### src/rtl/egress_reader_pkg.sv
// Switch-wide sizing and shared types for the per-port egress drain engine.
// Imported by egress_reader and its skid FIFO.
package egress_reader_pkg;

    localparam int PORT_NUB_TOTAL = 8;
    localparam int DATA_WIDTH     = 32;
    localparam int LEN_WIDTH      = 8;
    localparam int WIDTH_SEL      = $clog2(PORT_NUB_TOTAL);

    typedef enum logic [2:0] {
        IDLE  = 3'd0,
        HEAD  = 3'd1,
        HWAIT = 3'd2,
        BODY  = 3'd3,
        DONE  = 3'd4
    } state_t;

    typedef struct packed {
        logic                 last;
        logic [WIDTH_SEL-1:0] src;
        logic [DATA_WIDTH-1:0] data;
    } egress_word_t;

endpackage

### src/rtl/egress_skid_fifo.sv
// Two-entry output FIFO: a registered head entry driving the egress port plus
// one skid entry that absorbs a word arriving while the head is stalled.
module egress_skid_fifo
    import egress_reader_pkg::*;
(
    input  logic         clk,
    input  logic         rst_n,
    input  logic         push,
    input  egress_word_t push_word,
    output logic [1:0]   count,
    output logic         head_valid,
    output egress_word_t head_word,
    input  logic         head_ready
);

    logic         head_valid_reg;
    logic         skid_valid_reg;
    egress_word_t head_reg;
    egress_word_t skid_reg;
    logic         pop;

    assign pop        = head_valid_reg & head_ready;
    assign head_valid = head_valid_reg;
    assign head_word  = head_reg;
    assign count      = {1'b0, head_valid_reg} + {1'b0, skid_valid_reg};

    // Upstream credit guarantees push never lands on a full FIFO without a pop.
    always_ff @(posedge clk or negedge rst_n) begin
        if (!rst_n) begin
            head_valid_reg <= 1'b0;
            skid_valid_reg <= 1'b0;
            head_reg       <= '0;
            skid_reg       <= '0;
        end else if (pop) begin
            if (skid_valid_reg) begin
                head_reg <= skid_reg;
                if (push) begin
                    skid_reg <= push_word;
                end else begin
                    skid_valid_reg <= 1'b0;
                end
            end else if (push) begin
                head_reg <= push_word;
            end else begin
                head_valid_reg <= 1'b0;
            end
        end else if (push) begin
            if (!head_valid_reg) begin
                head_reg       <= push_word;
                head_valid_reg <= 1'b1;
            end else begin
                skid_reg       <= push_word;
                skid_valid_reg <= 1'b1;
            end
        end
    end

endmodule

### src/rtl/egress_reader.sv
// Output-port drain engine: round-robin picks a source VOQ with a complete
// package, reads it word by word and streams it out through a skid FIFO.
module egress_reader
    import egress_reader_pkg::*;
(
    input  logic                      clk,
    input  logic                      rst_n,
    input  logic [PORT_NUB_TOTAL-1:0] empty_in,
    output logic [WIDTH_SEL-1:0]      rd_sel,
    output logic                      rd_en,
    output logic                      rd_done,
    input  logic [DATA_WIDTH-1:0]     rd_data,
    output logic                      m_valid,
    output logic [DATA_WIDTH-1:0]     m_data,
    output logic                      m_last,
    output logic [WIDTH_SEL-1:0]      m_src,
    input  logic                      m_ready
);

    state_t                state_reg, state_next;
    logic [WIDTH_SEL-1:0]  ptr_reg, ptr_next;
    logic [WIDTH_SEL-1:0]  sel_reg, sel_next;
    logic [LEN_WIDTH-1:0]  remain_reg, remain_next;
    logic                  inflight_reg;

    logic [PORT_NUB_TOTAL-1:0] req;
    logic [PORT_NUB_TOTAL-1:0] req_rot;
    logic [WIDTH_SEL-1:0]      offset;
    logic [WIDTH_SEL-1:0]      grant;
    logic [LEN_WIDTH-1:0]      hdr_len;
    logic [1:0]                fifo_count;
    logic [2:0]                occ;
    logic                      pop;
    logic                      credit;
    egress_word_t              push_word;
    egress_word_t              head_word;

    assign req     = ~empty_in;
    assign hdr_len = rd_data[LEN_WIDTH-1:0];

    // Rotate requests so bit 0 is the source at ptr; the lowest set bit wins.
    genvar gi;
    generate
        for (gi = 0; gi < PORT_NUB_TOTAL; gi++) begin : g_rot
            logic [WIDTH_SEL-1:0] idx;
            assign idx         = ptr_reg + WIDTH_SEL'(gi);
            assign req_rot[gi] = req[idx];
        end
    endgenerate

    always_comb begin
        offset = '0;
        for (int i = PORT_NUB_TOTAL - 1; i >= 0; i--) begin
            if (req_rot[i]) begin
                offset = WIDTH_SEL'(i);
            end
        end
    end

    assign grant = ptr_reg + offset;

    // Words already held plus the one still in the VOQ pipeline must leave a slot.
    assign pop    = m_valid & m_ready;
    assign occ    = {1'b0, fifo_count} + {2'b00, inflight_reg};
    assign credit = occ < (3'd2 + {2'b00, pop});

    always_comb begin
        state_next  = state_reg;
        ptr_next    = ptr_reg;
        sel_next    = sel_reg;
        remain_next = remain_reg;
        rd_en       = 1'b0;
        rd_done     = 1'b0;
        case (state_reg)
            IDLE: begin
                if (|req) begin
                    sel_next   = grant;
                    ptr_next   = grant + WIDTH_SEL'(1);
                    state_next = HEAD;
                end
            end
            HEAD: begin
                if (credit) begin
                    rd_en      = 1'b1;
                    state_next = HWAIT;
                end
            end
            HWAIT: begin
                remain_next = hdr_len;
                state_next  = (hdr_len == '0) ? DONE : BODY;
            end
            BODY: begin
                // remain hits zero at the final issue; that word is captured now.
                if (remain_reg == '0) begin
                    state_next = DONE;
                end else if (credit) begin
                    rd_en       = 1'b1;
                    remain_next = remain_reg - LEN_WIDTH'(1);
                end
            end
            DONE: begin
                rd_done    = 1'b1;
                state_next = IDLE;
            end
            default: state_next = IDLE;
        endcase
    end

    always_ff @(posedge clk or negedge rst_n) begin
        if (!rst_n) begin
            state_reg    <= IDLE;
            ptr_reg      <= '0;
            sel_reg      <= '0;
            remain_reg   <= '0;
            inflight_reg <= 1'b0;
        end else begin
            state_reg    <= state_next;
            ptr_reg      <= ptr_next;
            sel_reg      <= sel_next;
            remain_reg   <= remain_next;
            inflight_reg <= rd_en;
        end
    end

    always_comb begin
        push_word.data = rd_data;
        push_word.src  = sel_reg;
        push_word.last = (state_reg == HWAIT) ? (hdr_len == '0) : (remain_reg == '0);
    end

    egress_skid_fifo u_fifo (
        .clk        (clk),
        .rst_n      (rst_n),
        .push       (inflight_reg),
        .push_word  (push_word),
        .count      (fifo_count),
        .head_valid (m_valid),
        .head_word  (head_word),
        .head_ready (m_ready)
    );

    assign rd_sel = sel_reg;
    assign m_data = head_word.data;
    assign m_last = head_word.last;
    assign m_src  = head_word.src;

endmodule

### config.mk
export PLATFORM = sky130hd
export DESIGN_NAME = egress_reader
export DESIGN_NICKNAME = d
export VERILOG_FILES = /design/src/rtl/egress_reader_pkg.sv /design/src/rtl/egress_skid_fifo.sv /design/src/rtl/egress_reader.sv
export SDC_FILE = /design/constraint.sdc
export NUM_CORES = 1
export LEC_CHECK = 0
export CORE_MARGIN = 3
export CORE_UTILIZATION = 31
export CTS_CLUSTER_DIAMETER = 40
export DETAILED_ROUTE_END_ITERATION = 12
export PLACE_DENSITY = 0.58
export SLEW_MARGIN = 20
export SYNTH_ARGS = -nofsm -noshare
export SYNTH_HDL_FRONTEND = slang
export SYNTH_HIERARCHICAL = 1
export SYNTH_SLANG_ARGS = --single-unit
### constraint.sdc
create_clock -name clk -period 4.3 [get_ports clk]
set_input_delay 1.075 -clock clk [delete_from_list [all_inputs] [get_ports clk]]
set_output_delay 1.075 -clock clk [all_outputs]
set_load 0.02 [all_outputs]
==> run summary, run 1 <==
Avg Inst Size Synth: 10.86 um2
Max Slew Vio Count: 0
# clock sinks: 92
Largest net degree at the start of global routing: 77
Status: complete, no violations
Critical Path RT: 3.22 ns
RSZ-0062 raised after global routing: false
Layout cells sized above 1: 19.10%
Row cnt: 47
Overall routing resource usage: 14.73%
CP Launch Type: primary input
DP HPWL: 9035 um
Tmin final: 4.079 ns
Core area: 0.01658 mm2
Skew final: 0.006071 ns
Fillers: 1576
Hold buffers post-CTS: 0
Area Growth Syn to Fin: 27.30%
Max-cap violations: 0
Post-synth top area share: 43.72%
Unique masters post-synth: 61
Iteration-0 DRC count of the detailed router: 185
Max VDD drop: 0.0002900 V
WL/cell: 16.90 um
Final worst slack: 0.2212 ns
Placed Cells: 783
Initial antenna violation count: 0
Most frequent cells in the layout: dfrtp_1, clkdlybuf4s50_1, nor2_1
Post-Synthesis Cells: 485
Setup TNS: 0 ns
Crit path max fanout: 3
Drt first pass iters: 4
Non-filler cells, final: 801
Worst-Skew Late Latency: 0.34 ns
Max Root-Sink Buffers: 2
Ranking of synthesized cells by area: dfrtp_1, mux2_4, a221oi_1, o22ai_1, nor2_1
Die Ht: 136.3 um
Crit. End Element: primary output
H-Tree Depth: 3
Die Width: 136.3 um
I/O pin total: 85
GP Congestion: 0.8578
Vias: 4225
First-pass GRT wire length: 22000 um
Routed WL: 13530 um
Mapped Nets: 538
CTS tree: built
Final ANT Viol Nets: 0
Final net count: 629
Vias in the first global route: 4250
Starting Density: 31.76%
Finished Core Util: 40.43%
Synth Flop Type: dfrtp_1
FFs w/ async S/R, synth: 100.0%
Crit Path Class: in -> out
Area leader, netlist: dfrtp_1
Max transition margin: 34.87%
Residual DRC: 0
Slew @ Worst Pin: 0.9770 ns
Port Buffer Count: 84
YS warnings: 6
Final hold violation count: 0
WP data arrival: 3.00 ns
Clock tree root driver cell: clkbuf_16
Commonest non-fill, non-tap cell in the layout: dfrtp_1
Global route total overflow: 0
Fmax: 0.2452 GHz
Clock slew at reported path FFs: 0.06 ns
Antenna Cells: 0
Via density: 5.275
Total die area: 0.01859 mm2
Seq/Total Area, Yosys: 43.72%
Post-Place Worst Slack: -0.2903 ns
Fin crit share: 94.86%
Post-Synthesis Cell Area: 0.005266 mm2
Leakage: 2.954 nW
Inserted Clock Buffers: 9
# setup viols final: 0
Post-synth EDFFs: 0
HP Class: reg -> reg
Power Density: 877.3 mW/mm2
#FFs+latches synth: 92
PnR Total Power: 0.005882 W
-- kinds of logic (layout without fill, tap and decap cells) --
group	Yosys count	in the layout	synth area share, %
AOI/OAI and AO/OA	129	129	17.80
muxes	63	63	17.42
xor gates and xnor gates	6	6	1.354
DFF	92	92	43.72
adders and majority gates	10	10	2.518
buffers and inverters	78	174	7.531
and+or+nand+nor	107	107	9.670
-- critical path, cell delays in order --
cell and delay, ns:
clkdlybuf4s50_1 0.48, nand3b_1 0.08, a21oi_1 0.25, nand2_1 0.12
a211oi_1 0.28, clkdlybuf4s50_1 0.71
-- synth_stat cells (7+ instances only) --
cell type,count
dfrtp_1,92
nor2_1,58
inv_1,42
o22ai_1,40
a221oi_1,36
mux2_4,30
a21oi_1,15
nand2_1,14
buf_2,13
mux2i_1,12
o21ai_0,11
mux2_2,10
ha_1,9
nor3_1,9
buf_4,7
mux4_2,7
-- stage by stage --
step | hold WS (ns) | instance area [um2]
2_1_floorplan | 0.4758 | 5266
3_3_place_gp | 0.4873 | 6384
3_5_place_dp | 0.4934 | 6384
4_1_cts | 0.5090 | 6665
5_1_grt | 0.5245 | 6704
6_report | 0.5087 | 6704
-- routing by layer --
layer  up-vias  GRT usage [%]  wire (um)
met5         -              0          0
met4         0          6.103        306
met3        22          2.184        549
met2       102          23.50       6287
met1      2133          20.05       6389
li1       1968              -          -
-- where the power goes --
group,switching (W),internal [W]
combinational,0.00173,0.00172
clock,0.000327,0.000424
sequential,0.000361,0.00132
total,0.00241,0.00347
-- final cells by class --
cell class	instances	area (um2)	share of cell area, %
clock inverter	3	21.27	0.3173
multi-input combinational	315	2579	38.47
tap	220	275.3	4.106
sequential	92	2303	34.36
clock buffer	13	260.3	3.882
inverter	43	161.4	2.408
timing repair buffer	115	1104	16.46
-- path summary, 6_finish.rpt --
path	from	to	slack, ns	cells past startpoint
setup / recovery	m_ready	rd_en	0.22	6
hold / removal	u_fifo/skid_reg[34]$_DFFE_PN0P_	u_fifo/skid_reg[34]$_DFFE_PN0P_	0.51	1
setup reg to reg	ptr_reg[1]$_DFFE_PN0P_	ptr_reg[2]$_DFFE_PN0P_	0.38	15
hold reg to reg	u_fifo/skid_reg[34]$_DFFE_PN0P_	u_fifo/skid_reg[34]$_DFFE_PN0P_	0.51	1
max in group asynchronous	rst_n	remain_reg[3]$_DFFE_PN0P_	2.60	2
min in group asynchronous	rst_n	u_fifo/skid_reg[9]$_DFFE_PN0P_	0.88	1
-- repair_timing --
item	in CTS	in global routing
gates resized for setup	0	9
setup buffers	0	2
setup endpoints to repair	0	1
(Power assumes the default switching activity.)
==> run 2, diff against run 1 <==
CORE_MARGIN = 1   (was 3)
CTS_CLUSTER_DIAMETER = unset   (was 40)
==> run 2 against run 1 <==
Clock-buffer cell count shrank 3. Cell count shrank 0.37%. Wire length is essentially flat. Via count shrank 1.4%. First-iteration DRC count grew 22%. Fmax shrank 1.0%. Hold slack gained 0.0011 ns. Critical path type is now in -> reg. Critical endpoint is now ptr_reg[2]$_DFFE_PN0P_. Largest cell class unchanged.
==> run summary, run 2 (synthesis results as in run 1) <==
Status: complete, no violations
Vias: 4165 (-1.4%)
Area Growth Syn to Fin: 28.13%
Final worst slack: 0.1797 ns (-0.04145 ns)
Slew @ Worst Pin: 1.029 ns (+0.05156 ns)
Skew final: 0.005490 ns (-0.0005807 ns)
Max Root-Sink Buffers: 2 (unchanged)
CP Launch Type: primary input
Row cnt: 47 (unchanged)
Total die area: 0.01751 mm2 (-5.8%)
Max Slew Vio Count: 0 (unchanged)
Power Density: 899.9 mW/mm2 (+2.6%)
Critical Path RT: 4.57 ns (+1.35 ns)
Max-cap violations: 0 (unchanged)
Fmax: 0.2427 GHz (-1.0%)
Residual DRC: 0 (unchanged)
Starting Density: 31.76% (unchanged)
Clock tree root driver cell: clkbuf_16
Drt first pass iters: 6 (+2)
Post-DP Area: 0.006364 mm2 (-0.31%)
Die Width: 132.3 um (-2.9%)
# setup viols final: 0 (unchanged)
# clock sinks: 92 (unchanged)
I/O pin total: 85 (unchanged)
CTS tree: built
CP top delay family: compound AO/OA/AOI/OAI gates
Leakage: 2.955 nW (about the same)
Finished Core Util: 40.69% (+0.26 points)
Post-Place Worst Slack: -0.2350 ns (+0.05532 ns)
First-pass GRT wire length: 22400 um (+1.8%)
Max transition margin: 31.43% (-3.4 points)
Iteration-0 DRC count of the detailed router: 225 (+22%)
Final ANT Viol Nets: 0 (unchanged)
Crit. End Element: flip-flop
DP HPWL: 9002 um (-0.37%)
Crit path cell chain: clkdlybuf4s50_1, mux4_2, nand2_1, o2bb2a_1, a21o_1, a21oi_1, o32a_1, ha_1, fa_1, ha_1, xnor2_1, or3_1, a21oi_2, xnor2_1
Multi-input gate area: 0.002591 mm2 (+0.49%)
Worst-Skew Late Latency: 0.34 ns (about the same)
Final net count: 626 (-0.48%)
Buf/Inv on CP: 1 (-1)
Antenna Cells: 0 (unchanged)
RSZ-0062 raised after global routing: true
Via density: 5.219 (-1.0%)
Slowest-stage cell, CP: mux4_2
HP Class: reg -> reg
WL/cell: 16.97 um (+0.47%)
Layout cells sized above 1: 19.55% (+0.45 points)
Crit Path Class: in -> reg
Fin crit share: 95.82% (+0.96 points)
Overall routing resource usage: 15.99% (+1.3 points)
Vias in the first global route: 4337 (+2.0%)
Core area: 0.01658 mm2 (unchanged)
Critical Path Max Stage Delay: 0.51 ns (-0.20 ns)
Inserted Clock Buffers: 9 (unchanged)
FF+latch area: 0.002303 mm2 (unchanged)
GP Congestion: 0.8065 (-6.0%)
Post-route cell area: 0.006748 mm2 (+0.65%)
WP data arrival: 4.39 ns (+1.39 ns)
Commonest non-fill, non-tap cell in the layout: dfrtp_1
Tmin final: 4.120 ns (+0.04145 ns)
Crit path max fanout: 5 (+2)
Global route total overflow: 0 (unchanged)
Max VDD drop: 0.0002853 V (-1.6%)
Port Buffer Count: 84 (unchanged)
Most frequent cells in the layout: dfrtp_1, clkdlybuf4s50_1, nor2_1
Largest net degree at the start of global routing: 53 (-31%)
Routed WL: 13550 um (about the same)
Clock slew at reported path FFs: 0.06 ns (about the same)
Fillers: 1585 (+0.57%)
Final hold violation count: 0 (unchanged)
Die Ht: 132.3 um (-2.9%)
Initial antenna violation count: 0 (unchanged)
H-Tree Depth: 3 (unchanged)
## run 2: worst reg2reg max path, cell delays in order (launching register included)
cell,delay [ns]
dfrtp_1,0.51
inv_2,0.16
ha_1,0.46
or2b_1,0.30
o22a_1,0.20
and4b_1,0.19
a31oi_1,0.14
a21oi_1,0.08
o32a_1,0.36
ha_1,0.20
fa_1,0.45
ha_1,0.22
xnor2_1,0.13
or3_1,0.32
a21oi_2,0.16
xnor2_1,0.13
## run 2: through the flow
stage / total power (W) / setup TNS (ns) / hold slack (ns) / instances
after floorplan: 0.004070 / 0 / 0.4758 / 485
after global placement: 0.005053 / -0.2076 / 0.4879 / 782
after detailed placement: 0.005162 / -0.2350 / 0.4979 / 782
after CTS: 0.006099 / 0 / 0.5123 / 798
after global routing: 0.006497 / -0.01775 / 0.5231 / 798
final: 0.006072 / 0 / 0.5098 / 798
## run 2: where the power goes
part / internal (W) / switching, W
combinational: 0.00173 / 0.00174
sequential: 0.00132 / 0.000365
clock: 0.000584 / 0.000337
## run 2: final cells by class
cell class / instances / area share (%)
repair buffers: 112 / 15.80
inverters: 43 / 2.392
clock buffers: 10 / 3.542
multi-input cells: 315 / 38.40
clock inverters: 6 / 1.650
flip-flops and latches: 92 / 34.14
well taps: 220 / 4.079
## run 2: final timing paths
check / from / cells after the start / slack [ns] / to
worst min-delay path: u_fifo/skid_reg[31]$_DFFE_PN0P_ / 1 / 0.51 / u_fifo/skid_reg[31]$_DFFE_PN0P_
worst min register to register: u_fifo/skid_reg[31]$_DFFE_PN0P_ / 1 / 0.51 / u_fifo/skid_reg[31]$_DFFE_PN0P_
max in group asynchronous: rst_n / 2 / 2.74 / u_fifo/head_valid$_DFFE_PN0P_
worst max-delay path: empty_in[1] / 14 / 0.18 / ptr_reg[2]$_DFFE_PN0P_
min in group asynchronous: rst_n / 1 / 0.76 / u_fifo/head_word[10]$_DFFE_PN0P_
worst max register to register: ptr_reg[1]$_DFFE_PN0P_ / 15 / 0.22 / ptr_reg[2]$_DFFE_PN0P_
## run 2: timing repair
| item | 4_1_cts | 5_1_grt |
|---|---|---|
| resized for setup | 0 | 11 |
| hold buffers | 0 | 0 |
| endpoints found under the setup margin | 0 | 2 |
| setup buffers | 0 | 0 |
## run 2: routing by layer
| metal | vias up | wire (um) | global-route usage [%] |
|---|---|---|---|
| li1 | 1962 | - | - |
| met2 | 89 | 6515 | 26.93 |
| met4 | 0 | 222 | 6.513 |
| met5 | - | 0 | 0 |
| met3 | 14 | 463 | 1.769 |
| met1 | 2100 | 6345 | 20.93 |
==> run 3, diff against run 2 <==
--- a/config.mk
+++ b/config.mk
@@ -8,4 +8,5 @@
 export CORE_MARGIN = 1
 export CORE_UTILIZATION = 31
+export CTS_CLUSTER_SIZE = 24
 export DETAILED_ROUTE_END_ITERATION = 12
 export PLACE_DENSITY = 0.58
==> constraint.sdc (replaced) <==
create_clock -name clk -period 4.3 [get_ports clk]
set_input_delay 0.86 -clock clk [delete_from_list [all_inputs] [get_ports clk]]
set_output_delay 0.86 -clock clk [all_outputs]
set_load 0.02 [all_outputs]
==> run 3 against run 2 <==
Combinational power shrank 3%. Register-to-register slack gained 0.25 ns. Fmax grew 2.4%. Clock-buffer cell count grew 3. Design area shrank 1.8%. Die area is the same. First-iteration DRC count grew 24%. Total power shrank 2.8%. Sequential share of layout area grew 0.63 points. Wire length shrank 0.61%.
==> run summary, run 3 (synthesis results as in run 1) <==
Hold buffers post-CTS: 0 (unchanged)
WP data arrival: 4.28 ns (-0.11 ns)
Vias in the first global route: 4304 (-0.76%)
Critical Path RT: 4.56 ns (about the same)
Post-CTS Repair Setup Buffers: 0 (unchanged)
Most frequent cells in the layout: dfrtp_1, clkdlybuf4s50_1, nor2_1
Fillers: 1616 (+2.0%)
Largest net degree at the start of global routing: 74 (+40%)
Antenna Cells: 0 (unchanged)
Max-cap violations: 0 (unchanged)
Setup TNS: 0 ns (unchanged)
Status: complete, no violations
Vias: 4144 (-0.50%)
First-pass GRT wire length: 22340 um (-0.25%)
Crit Path Class: in -> reg
Final net count: 617 (-1.4%)
Slew @ Worst Pin: 1.080 ns (+0.05156 ns)
Worst-Skew Late Latency: 0.34 ns (about the same)
Power Density: 890.9 mW/mm2 (-1.0%)
Reg-to-Reg End: ptr_reg[2]$_DFFE_PN0P_
DP HPWL: 8839 um (-1.8%)
HP Start: u_fifo/skid_reg[2]$_DFFE_PN0P_
Crit. End Element: flip-flop
# clock sinks: 92 (unchanged)
Max Slew Vio Count: 0 (unchanged)
Reg-to-reg setup timing slack: 0.47 ns (+0.25 ns)
# setup viols final: 0 (unchanged)
Port Buffer Count: 84 (unchanged)
CP Launch Type: primary input
Iteration-0 DRC count of the detailed router: 279 (+24%)
CTS tree: built
Max Root-Sink Buffers: 2 (unchanged)
Residual DRC: 0 (unchanged)
Die Ht: 132.3 um (unchanged)
Layout cells sized above 1: 17.22% (-2.3 points)
Skew final: 0.004504 ns (-0.0009866 ns)
Total die area: 0.01751 mm2 (unchanged)
Final ANT Viol Nets: 0 (unchanged)
Tmin final: 4.022 ns (-0.09822 ns)
WL/cell: 17.06 um (+0.53%)
Hold EP: u_fifo/skid_reg[2]$_DFFE_PN0P_
Clock tree root driver cell: clkbuf_16
Row cnt: 47 (unchanged)
Fmax: 0.2486 GHz (+2.4%)
Via density: 5.252 (+0.63%)
GP Congestion: 0.7618 (-5.5%)
Crit path max fanout: 8 (+3)
Resized cells post-CTS: 0 (unchanged)
Global route total overflow: 0 (unchanged)
Commonest non-fill, non-tap cell in the layout: dfrtp_1
HP Class: reg -> reg
Routed WL: 13460 um (-0.61%)
Reg2reg path depth: 15 (unchanged)
Inserted Clock Buffers: 9 (unchanged)
Core area: 0.01658 mm2 (unchanged)
Fin crit share: 93.54% (-2.3 points)
H-Tree Depth: 3 (unchanged)
Initial antenna violation count: 0 (unchanged)
Overall routing resource usage: 15.89% (-0.10 points)
Clock slew at reported path FFs: 0.06 ns (about the same)
Leakage: 2.846 nW (-3.7%)
Die Width: 132.3 um (unchanged)
Max transition margin: 27.99% (-3.4 points)
Max VDD drop: 0.0002938 V (+3.0%)
Drt first pass iters: 4 (-2)
Area Growth Syn to Fin: 25.80%
I/O pin total: 85 (unchanged)
Hold path cells: 1 (unchanged)
RSZ-0062 raised after global routing: false
Final hold violation count: 0 (unchanged)
Finished Core Util: 39.95% (-0.74 points)
Worst R2R Start: ptr_reg[0]$_DFFE_PN0P_
Starting Density: 31.76% (unchanged)
## run 3: cell count changes in the layout (fill, tap and decap cells not counted)
| cell | before | now |
|---|---|---|
| clkdlybuf4s50_1 | 76 | 83 |
| clkinvlp_4 | 1 | 0 |
| clkinv_2 | 1 | 0 |
| a211oi_2 | 1 | 0 |
| clkbuf_1 | 0 | 2 |
| buf_4 | 29 | 20 |
| mux2i_2 | 5 | 2 |
| mux2i_1 | 9 | 12 |
| bufinv_16 | 3 | 2 |
| a211oi_1 | 1 | 2 |
| clkbuf_8 | 1 | 2 |
| dlymetal6s2s_1 | 7 | 0 |
## run 3: worst max-delay path, stage by stage
cell and delay (ns):
clkdlybuf4s50_1 0.54, mux4_2 0.54, nand2b_1 0.11, o2bb2a_1 0.22, a21o_1 0.16, a21oi_1 0.14
o32a_1 0.17, ha_1 0.15, fa_1 0.43, ha_1 0.23, xnor2_1 0.14, or3_1 0.33
a21oi_2 0.14, xnor2_1 0.12
## run 3: routing by layer
| metal | vias to the layer above | track usage (%) | part of all wire, % |
|---|---|---|---|
| li1 | 1937 | - | - |
| met1 | 2100 | 21.15 | 47 |
| met2 | 91 | 26.11 | 48 |
| met3 | 16 | 2.960 | 3.9 |
| met4 | 0 | 4.917 | 1.1 |
| met5 | - | 0 | 0 |
## run 3: final cells by class
| type | count | area, um2 | share of cell area [%] |
|---|---|---|---|
| inverters | 43 | 161.4 | 2.436 |
| multi-input cells | 315 | 2575 | 38.87 |
| clock inverters | 3 | 68.82 | 1.039 |
| repair buffers | 103 | 980.9 | 14.81 |
| well taps | 220 | 275.3 | 4.155 |
| flip-flops and latches | 92 | 2303 | 34.77 |
| clock buffers | 13 | 260.3 | 3.928 |
## run 3: where the power goes
group	internal [W]	total, W	switching (W)
combinational	0.00164	0.00335	0.00171
sequential	0.00132	0.00168	0.000360
clock	0.000543	0.000868	0.000325
total	0.00350	0.00590	0.00240
## run 3: how the worst max path moves through the flow
stage | from | to | slack [ns]
after floorplan | ptr_reg[0]$_DFFE_PN0P_ | ptr_reg[2]$_DFFE_PN0P_ | 0.39
after global placement | empty_in[4] | ptr_reg[2]$_DFFE_PN0P_ | -0.01
after detailed placement | empty_in[4] | ptr_reg[2]$_DFFE_PN0P_ | -0.07
after CTS | empty_in[4] | ptr_reg[2]$_DFFE_PN0P_ | 0.29
after global routing | empty_in[5] | ptr_reg[2]$_DFFE_PN0P_ | 0.07
final | empty_in[4] | ptr_reg[2]$_DFFE_PN0P_ | 0.28
## run 3: metrics by stage
step	instance area (um2)	setup WS (ns)	hold WS, ns	std cells	total power [W]
detailed placement	6296	-0.07161	0.4968	773	0.005064
floorplan	5266	0.3945	0.4758	485	0.004070
finish	6625	0.2780	0.5071	789	0.005902
global route	6625	0.06840	0.5254	789	0.006351
CTS	6625	0.2933	0.5116	789	0.005965
global placement	6296	-0.01431	0.4868	773	0.004973
